[src/rtl/breath_sequencer_if.sv]
// -----------------------------------------------------------------------------
// breath_sequencer_if
// Bundles the run request and the observable outputs of the breathing-light
// sequencer.
//   en    : run request driven by the controller (master)
//   led   : registered PWM pin from the sequencer (slave)
//   check : one-cycle end-of-breath pulse
//   duty  : current duty register, PWM_BITS wide
//   state : FSM state code (IDLE=0, RAMP_UP=1, HOLD_HI=2, RAMP_DOWN=3, HOLD_LO=4)
// -----------------------------------------------------------------------------
interface breath_sequencer_if #(
    parameter int PWM_BITS = 8
);
    logic                en;
    logic                led;
    logic                check;
    logic [PWM_BITS-1:0] duty;
    logic [2:0]          state;

    modport master (output en, input led, input check, input duty, input state);
    modport slave  (input en, output led, output check, output duty, output state);
endinterface

[src/rtl/breath_sequencer.sv]
// -----------------------------------------------------------------------------
// breath_sequencer
// Breathing-light controller. A free-running PWM counter compares against a
// duty register; the FSM ramps duty up, holds at peak, ramps down, holds dark,
// and pulses check for one clock at the end of every breath. Dropping en lets
// the current breath finish before returning to IDLE.
// Ports:
//   clk   : system clock, rising edge
//   rst   : asynchronous reset, active low
//   bus   : breath_sequencer_if.slave (en in; led, check, duty, state out)
// -----------------------------------------------------------------------------
module breath_sequencer #(
    parameter int PWM_BITS     = 8,
    parameter int STEP_CYCLES  = 4,
    parameter int HOLD_PERIODS = 8
) (
    input  logic              clk,
    input  logic              rst,
    breath_sequencer_if.slave bus
);

    localparam int STEP_W = (STEP_CYCLES  > 1) ? $clog2(STEP_CYCLES)  : 1;
    localparam int HOLD_W = (HOLD_PERIODS > 1) ? $clog2(HOLD_PERIODS) : 1;

    localparam logic [PWM_BITS-1:0] PWM_MAX   = {PWM_BITS{1'b1}};
    localparam logic [PWM_BITS-1:0] PWM_ZERO  = {PWM_BITS{1'b0}};
    localparam logic [STEP_W-1:0]   STEP_LAST = STEP_W'(STEP_CYCLES - 1);
    localparam logic [HOLD_W-1:0]   HOLD_LAST = HOLD_W'(HOLD_PERIODS - 1);

    localparam logic [2:0] S_IDLE      = 3'd0;
    localparam logic [2:0] S_RAMP_UP   = 3'd1;
    localparam logic [2:0] S_HOLD_HI   = 3'd2;
    localparam logic [2:0] S_RAMP_DOWN = 3'd3;
    localparam logic [2:0] S_HOLD_LO   = 3'd4;

    logic [2:0]          state_q,    state_d;
    logic [PWM_BITS-1:0] duty_q,     duty_d;
    logic [PWM_BITS-1:0] pwm_cnt_q,  pwm_cnt_d;
    logic [STEP_W-1:0]   step_cnt_q, step_cnt_d;
    logic [HOLD_W-1:0]   hold_cnt_q, hold_cnt_d;
    logic                led_q,      led_d;
    logic                check_q,    check_d;

    logic active_s;
    logic period_end_s;
    logic step_s;
    logic hold_done_s;
    logic ramp_s;
    logic hold_s;

    // PWM datapath: counter, period/step/hold strobes and next pin value
    always_comb begin
        active_s     = (state_q != S_IDLE);
        ramp_s       = (state_q == S_RAMP_UP) || (state_q == S_RAMP_DOWN);
        hold_s       = (state_q == S_HOLD_HI) || (state_q == S_HOLD_LO);
        period_end_s = active_s && (pwm_cnt_q == PWM_MAX);
        step_s       = period_end_s && ramp_s && (step_cnt_q == STEP_LAST);
        hold_done_s  = period_end_s && hold_s && (hold_cnt_q == HOLD_LAST);
        if (active_s) begin
            pwm_cnt_d = pwm_cnt_q + PWM_BITS'(1);
        end else begin
            pwm_cnt_d = PWM_ZERO;
        end
        // Compare uses the current counter, so the pin lags pwm_cnt by one clock
        led_d = active_s && (pwm_cnt_q < duty_q);
    end

    // Breath FSM: state sequencing, duty stepping and end-of-breath pulse
    always_comb begin
        state_d = state_q;
        duty_d  = duty_q;
        check_d = 1'b0;
        case (state_q)
            S_IDLE: begin
                duty_d = PWM_ZERO;
                if (bus.en) begin
                    state_d = S_RAMP_UP;
                end else begin
                    state_d = S_IDLE;
                end
            end
            S_RAMP_UP: begin
                // The step that finds duty already at MAX spends a full extra
                // step interval at peak before leaving the ramp
                if (step_s && (duty_q == PWM_MAX)) begin
                    state_d = S_HOLD_HI;
                end else if (step_s) begin
                    duty_d = duty_q + PWM_BITS'(1);
                end else begin
                    duty_d = duty_q;
                end
            end
            S_HOLD_HI: begin
                if (hold_done_s) begin
                    state_d = S_RAMP_DOWN;
                end else begin
                    state_d = S_HOLD_HI;
                end
            end
            S_RAMP_DOWN: begin
                if (step_s && (duty_q == PWM_ZERO)) begin
                    state_d = S_HOLD_LO;
                end else if (step_s) begin
                    duty_d = duty_q - PWM_BITS'(1);
                end else begin
                    duty_d = duty_q;
                end
            end
            S_HOLD_LO: begin
                // en is only looked at here, which is what makes a stop graceful
                if (hold_done_s) begin
                    check_d = 1'b1;
                    if (bus.en) begin
                        state_d = S_RAMP_UP;
                    end else begin
                        state_d = S_IDLE;
                    end
                end else begin
                    state_d = S_HOLD_LO;
                end
            end
            default: begin
                state_d = S_IDLE;
                duty_d  = PWM_ZERO;
            end
        endcase
    end

    // Step and hold period counters, cleared on every state change
    always_comb begin
        step_cnt_d = step_cnt_q;
        hold_cnt_d = hold_cnt_q;
        if (state_d != state_q) begin
            step_cnt_d = {STEP_W{1'b0}};
            hold_cnt_d = {HOLD_W{1'b0}};
        end else if (period_end_s && ramp_s) begin
            if (step_s) begin
                step_cnt_d = {STEP_W{1'b0}};
            end else begin
                step_cnt_d = step_cnt_q + STEP_W'(1);
            end
        end else if (period_end_s && hold_s) begin
            if (hold_done_s) begin
                hold_cnt_d = {HOLD_W{1'b0}};
            end else begin
                hold_cnt_d = hold_cnt_q + HOLD_W'(1);
            end
        end else begin
            step_cnt_d = step_cnt_q;
            hold_cnt_d = hold_cnt_q;
        end
    end

    // State register bank with asynchronous active-low reset
    always_ff @(posedge clk or negedge rst) begin
        if (!rst) begin
            state_q    <= S_IDLE;
            duty_q     <= PWM_ZERO;
            pwm_cnt_q  <= PWM_ZERO;
            step_cnt_q <= {STEP_W{1'b0}};
            hold_cnt_q <= {HOLD_W{1'b0}};
            led_q      <= 1'b0;
            check_q    <= 1'b0;
        end else begin
            state_q    <= state_d;
            duty_q     <= duty_d;
            pwm_cnt_q  <= pwm_cnt_d;
            step_cnt_q <= step_cnt_d;
            hold_cnt_q <= hold_cnt_d;
            led_q      <= led_d;
            check_q    <= check_d;
        end
    end

    assign bus.led   = led_q;
    assign bus.check = check_q;
    assign bus.duty  = duty_q;
    assign bus.state = state_q;

endmodule

[src/flat_wrapper.sv]
// flat-port wrapper written by rule: the top's interface ports become plain ports
module breath_sequencer_flat 
#(
    parameter int PWM_BITS     = 8,
    parameter int STEP_CYCLES  = 4,
    parameter int HOLD_PERIODS = 8
)
  (clk, rst, bus_en, bus_led, bus_check, bus_duty, bus_state);
  breath_sequencer_if #(.PWM_BITS(PWM_BITS)) bus_i ();
  input  logic clk;
  input  logic rst;
  input wire logic [$bits(bus_i.en)-1:0] bus_en;
  output wire logic [$bits(bus_i.led)-1:0] bus_led;
  output wire logic [$bits(bus_i.check)-1:0] bus_check;
  output wire logic [$bits(bus_i.duty)-1:0] bus_duty;
  output wire logic [$bits(bus_i.state)-1:0] bus_state;
  assign bus_i.en = bus_en;
  assign bus_led = bus_i.led;
  assign bus_check = bus_i.check;
  assign bus_duty = bus_i.duty;
  assign bus_state = bus_i.state;
  breath_sequencer #(.PWM_BITS(PWM_BITS), .STEP_CYCLES(STEP_CYCLES), .HOLD_PERIODS(HOLD_PERIODS)) u_core (.clk(clk), .rst(rst), .bus(bus_i));
endmodule
[config.mk]
export PLATFORM = sky130hd
export DESIGN_NAME = breath_sequencer_flat
export DESIGN_NICKNAME = d
export VERILOG_FILES = /design/src/rtl/breath_sequencer_if.sv /design/src/rtl/breath_sequencer.sv /design/src/flat_wrapper.sv
export SDC_FILE = /design/constraint.sdc
export NUM_CORES = 1
export LEC_CHECK = 0
export BUFFER_PORTS_ARGS = -buffer_cell sky130_fd_sc_hd__clkbuf_2
export CAP_MARGIN = 20
export CORE_ASPECT_RATIO = 0.5
export CORE_MARGIN = 2
export CORE_UTILIZATION = 50
export CTS_CLUSTER_DIAMETER = 120
export DETAILED_ROUTE_END_ITERATION = 8
export PLACE_DENSITY = 0.81
export SETUP_SLACK_MARGIN = 0.15
export SYNTH_ARGS = -nofsm -noshare
export SYNTH_HDL_FRONTEND = slang
export SYNTH_SLANG_ARGS = --single-unit
[constraint.sdc]
create_clock -name clk -period 3.1 [get_ports clk]
set_clock_uncertainty 0.05 [all_clocks]
set_input_delay 0.155 -clock clk [delete_from_list [all_inputs] [get_ports clk]]
set_output_delay 0.155 -clock clk [all_outputs]
set_load 0.02 [all_outputs]
==> Word-level counts from Yosys, hierarchy flattened <==
Cells that the tools add are included.
{ "word_totals": {"word_cells": 67, "reg_bits": 26} }
{ "op_classes": {"muxes": 21, "magnitude_cmp": 1, "n_bitwise": 1, "add_sub_neg": 5, "eq_ne": 14, "reduce_logical": 18} }
{ "ops": {"columns": ["cell", "count"], "rows": [
  ["8-bit two-way mux", 5],
  ["8-bit one-hot mux with 3 select lines", 1],
  ["3-bit two-way mux", 7],
  ["8-bit by 1-bit adder with 8-bit output (second input constant)", 2],
  ["8-bit == test (second input constant)", 2],
  ["3-bit one-hot mux with 5 select lines", 1],
  ["1-bit logical AND", 8],
  ["8-bit zero test", 1],
  ["8-bit less-than comparator", 1],
  ["8-bit by 1-bit subtractor with 8-bit output (second input constant)", 1],
  ["3-bit by 2-bit == test with 1-bit output (second input constant)", 2],
  ["3-bit == test (second input constant)", 2],
  ["2-bit two-way mux", 3],
  ["2-bit inequality test (second input constant)", 3],
  ["5-bit AND reduction", 1],
  ["1-bit two-way mux", 4],
  ["2-bit by 1-bit inequality test with 1-bit output (second input constant)", 2],
  ["2-bit nonzero test", 2],
  ["3-bit by 1-bit adder with 3-bit output (second input constant)", 1],
  ["3-bit by 1-bit == test with 1-bit output (second input constant)", 1],
  ["3-bit zero test", 1],
  ["3-bit inequality test", 1],
  ["3-bit nonzero test", 1],
  ["2-bit by 1-bit adder with 2-bit output (second input constant)", 1],
  ["other kinds (5)", 6]
]} }

==> Depth between registers and ports, before layout <==
{ "logic_depth": {"depth_word": 10, "mapped_depth": 11, "depth_no_buf": 9} }

==> Worst setup path after synthesis <==
No wires, ideal clock.
{ "synth_timing": {"path_kind": "register to register", "start": "register u_core.state_q[0], in the netlist u_core.bus.state[0]", "end": "register u_core.duty_q[7], in the netlist u_core.bus.duty[7]", "path_stages_with_launch": 12, "setup_slack_ns": 0.276, "arrival_time_ns": 2.655, "setup_time_ns": 0.119, "cell_sequence": "dfrtp_1 -> buf_4 -> and2b_4 -> buf_6 -> and2_1 -> ha_1 -> and3_1 -> a221o_1 -> o41ai_4 -> xnor2_1 -> mux2i_1 -> a21bo_1"} }
{ "synth_between": {"elab_chain_cells": 7, "word_cells_on_any_way": 19, "classes_between": "eq/ne: 8; mux: 1; bitwise: 1; reduce/logical: 9"} }
{ "synth_rtl": {"columns": ["element", "line", "rtl"], "rows": [
  ["from (decl)", "breath_sequencer.sv:36", "logic [2:0] state_q, state_d;"],
  ["from (signal assigned)", "breath_sequencer.sv:165", "state_q <= state_d;"],
  ["3-bit by 1-bit == test with 1-bit output, or another cell as far along", "breath_sequencer.sv:54, breath_sequencer.sv:73", null],
  ["1-bit logical OR or 1-bit logical AND (tied branches)", "breath_sequencer.sv:54, breath_sequencer.sv:56", null],
  ["1-bit logical AND (2 in series)", "breath_sequencer.sv:57", "step_s = period_end_s && ramp_s && (step_cnt_q == STEP_LAST);"],
  ["1-bit logical AND (on tied branches)", "breath_sequencer.sv:85, breath_sequencer.sv:101", null],
  ["2-bit inequality test (no line)", null, null],
  ["5-bit AND reduction (no line)", null, null],
  ["to (signal assigned)", "breath_sequencer.sv:166", "duty_q <= duty_d;"],
  ["to (decl)", "breath_sequencer.sv:37", "logic [PWM_BITS-1:0] duty_q, duty_d;"]
]} }
Parallel ways exist; a longest one is shown, timed or not.
A chain may end at the register's enable or synchronous reset.

==> Worst setup path after layout <==
{ "layout_timing": {"start": "register u_core.state_q[2], in the netlist u_core.bus.state[2]", "end": "register u_core.duty_q[7], in the netlist u_core.bus.duty[7]"} }
The elaborated chain is that of the path after synthesis.

==> results.sh <==
export IMPL_antenna_found_initial=0
export IMPL_fillers=317
export IMPL_nets=226
export IMPL_tritoncts="done"
export IMPL_vias_per_cell=5.694
export IMPL_p_int_uw=454.9
export IMPL_numCtsBuffers=3
export IMPL_tightest_slew_ps=643.8
export IMPL_routabilityCongestion=0.8624
export IMPL_power_density_mw_per_mm2=282.4
export IMPL_io_pins=16
export IMPL_final_cell_mix="26 x dfrtp_1, 24 x nor2_1, 17 x ha_1, 15 x clkbuf_2, 11 x nand2_1"
export IMPL_whs_path_depth=4
export IMPL_netlist_top_cells_area="dfrtp_1 36%, ha_1 12%, mux2i_1 5.0%"
export IMPL_peakVddDrop_mv=0.1654
export IMPL_crit_cells=9
export IMPL_post_route_cells_drive_above_1_share_pct=17.16
export IMPL_tns_ps=0
export IMPL_drcViolationCount=0
export IMPL_yosys_warnings=0
export IMPL_die_y_um=46.63
export IMPL_grt_usage_pct=19.75
export IMPL_drt_first_pass_iters=4
export IMPL_grt_pass1_wl_um=6099
export IMPL_n_antenna_cell=0
export IMPL_core_area_mm2=0.003453
export IMPL_hold_slack_ps=328.9
export IMPL_slew_headroom_pct=57.08
export IMPL_fin_area_mm2=0.002003
export IMPL_p_sw_uw=110.7
export IMPL_antenna_left=0
export IMPL_dieArea_mm2=0.004161
export IMPL_r2r_cells=9
export IMPL_syn2layout_area_growth_pct=10.26
export IMPL_crit_family="simple AND/OR/NAND/NOR gates"
export IMPL_grt_ovfl_total=0
export IMPL_hpwl_um=2847
export IMPL_num_rows=15
export IMPL_setup_viol=0
export IMPL_final_max_slew_viol_count=0
export IMPL_clkTransAtPathRegs_ps=90
export IMPL_h_tree_depth=1
export IMPL_synth_top_cell_area_share_pct=35.81
export IMPL_yosys_register_bits=26
export IMPL_final_common_cell="dfrtp_1"
export IMPL_yosysUniqueCellTypes=47
export IMPL_ctsResizeCount=0
export IMPL_dr_total_vias=1452
export IMPL_slowest_delay_ps=380
export IMPL_clockRootBuffer="clkbuf_8"
export IMPL_clockPowerShare_pct=38.3
export IMPL_grt_max_degree=27
export IMPL_syn_nets=206
export IMPL_fmax_ghz=0.3610
export IMPL_synth_top_area_cell="dfrtp_1"
export IMPL_synth_edf_count=0
export IMPL_critPathRequiredTime_ps=3220
export IMPL_grt_pass1_vias=1351
export IMPL_routed_wl_um=3689
export IMPL_portBuffers=15
export IMPL_worst_setup_path_start_kind="flop"
export IMPL_status="finished clean"
export IMPL_fin_crit_ps=2770
export IMPL_start_util_pct=52.61
export IMPL_comb_power_share_pct=1.8
export IMPL_cp_slowest_cell="dfrtp_1"
export IMPL_synth_main_ff_cell="dfrtp_1"
export IMPL_worst_path_max_fanout=10
export IMPL_hold_viol=0
export IMPL_rsz0062_at_grt="false"
export IMPL_drtIter0Drc=115
export IMPL_cts_num_sinks=26
export IMPL_finish_utilization_pct=58.01
export IMPL_dieWidth_um=89.25
export IMPL_syn_avg_cell_area_um2=9.820
export IMPL_arrival_ps=2890
export IMPL_post_dp_cell_area_mm2=0.001938
export IMPL_worst_skew_pair_late_latency_ps=270
export IMPL_cts_buffer_depth=2
export IMPL_cp_buffers_inverters=0
export IMPL_seqPwrFrac_pct=59.9
export IMPL_synth_area_mm2=0.001817
export IMPL_crit_type="reg -> reg"
export IMPL_hold_path_class="in -> reg"
export IMPL_finalCritPeriodShare_pct=89.35
export IMPL_synth_cells=185
export IMPL_cp_end_kind="flop"
export IMPL_crit_path_cell_trace="and2b_4, and2_1, ha_1, and3_1, a221o_1, o41ai_4, xnor2_1, mux2i_1, a21bo_1"
export IMPL_async_reset_ff_share_pct=100.0
export IMPL_cap_violations=0
export IMPL_wl_per_cell_um=14.47
export IMPL_leakage_uw=0.0008886
export IMPL_p_sw_share_pct=19.58
export IMPL_seq_area_frac_synth_pct=35.81
## flip-flops by register name (all words and copies together), names as in the netlist
| name | count |
|---|---|
| u_core.bus.duty | 8 |
| u_core.pwm_cnt_q | 8 |
| u_core.bus.state | 3 |
| u_core.hold_cnt_q | 3 |
| u_core.step_cnt_q | 2 |
| u_core.bus.check | 1 |
| u_core.bus.led | 1 |
## metrics by stage
step	setup WS [ps]	instances	total power (uW)
after global routing	236.9	255	586.6
after global placement	453.8	250	355.1
after CTS	333.0	255	569.5
after detailed placement	349.9	250	355.2
final	330.0	255	565.6
after floorplan	276.1	185	347.2
## metal layers
layer	GRT usage (%)	part of all wire [%]	up-vias
li1	-	-	697
met1	26.32	45	707
met2	32.74	49	46
met3	4.301	5.4	2
met4	5.970	0.38	0
met5	0	0	-
## cell usage after synthesis (all sizes together), types with 2 or more instances
master and number:
a211oi 2, a21o 5, a21oi 9, a31oi 4, and3 4, buf 3, clkbuf 2, dfrtp 26
ha 17, inv 8, mux2i 9, nand2 11, nand2b 2, nand3 9, nand4 3, nor2 25
nor2b 2, nor3 4, nor4 4, o21ai 5, o21bai 2, o22ai 2, xnor2 7, xor2 5
## worst reg2reg max path: cells and delay by family, from the launching register on
family | cells | cell delay [ps]
DFF | 1 | 380
and+or+nand+nor | 3 | 820
muxes | 1 | 100
adders and majority gates | 1 | 330
AOI/OAI and AO/OA | 3 | 810
xor gates and xnor gates | 1 | 170
## final cells by class
cell class	instances	area, um2	area share, %
multi-input combinational	146	1089	54.34
sequential	26	650.6	32.48
timing repair buffer	20	115.1	5.746
tap	51	63.81	3.186
clock buffer	4	55.05	2.748
inverter	8	30.03	1.499
## cell families (layout without fill, tap and decap cells)
group,after synthesis,after routing,synth area share (%)
AOI/OAI and AO/OA,36,36,14.60
xor gates and xnor gates,12,12,5.785
adders and majority gates,18,18,12.81
buffers and inverters,13,32,4.270
DFF,26,26,35.81
muxes,10,10,5.579
and+or+nand+nor,70,70,21.14
## power groups by stage
stage                     Combinational [uW]  Clock (uW)  Sequential (uW)
after floorplan                         1.56           0              346
after global placement                  9.56           0              346
after detailed placement                9.63           0              346
after CTS                               10.6         220              339
after global routing                    11.8         236              339
final                                   10.1         217              339
## final timing paths
| check | startpoint | endpoint | slack (ps) |
|---|---|---|---|
| worst max-delay path | u_core.bus.state[2] | u_core.bus.duty[7] | 330 |
| worst min-delay path | bus_en | u_core.bus.state[0] | 330 |
| worst max register to register | u_core.bus.state[2] | u_core.bus.duty[7] | 330 |
| worst min register to register | u_core.pwm_cnt_q[0] | u_core.pwm_cnt_q[0] | 470 |
| max in group asynchronous | rst | u_core.pwm_cnt_q[2] | 2200 |
| min in group asynchronous | rst | u_core.bus.state[0] | 390 |
## repair_timing
action | CTS | global route
hold buffers | 1 | 0
buffers inserted | 0 | 0
hold endpoints to repair | 26 | 0
Power figures use the tool's default switching activity.
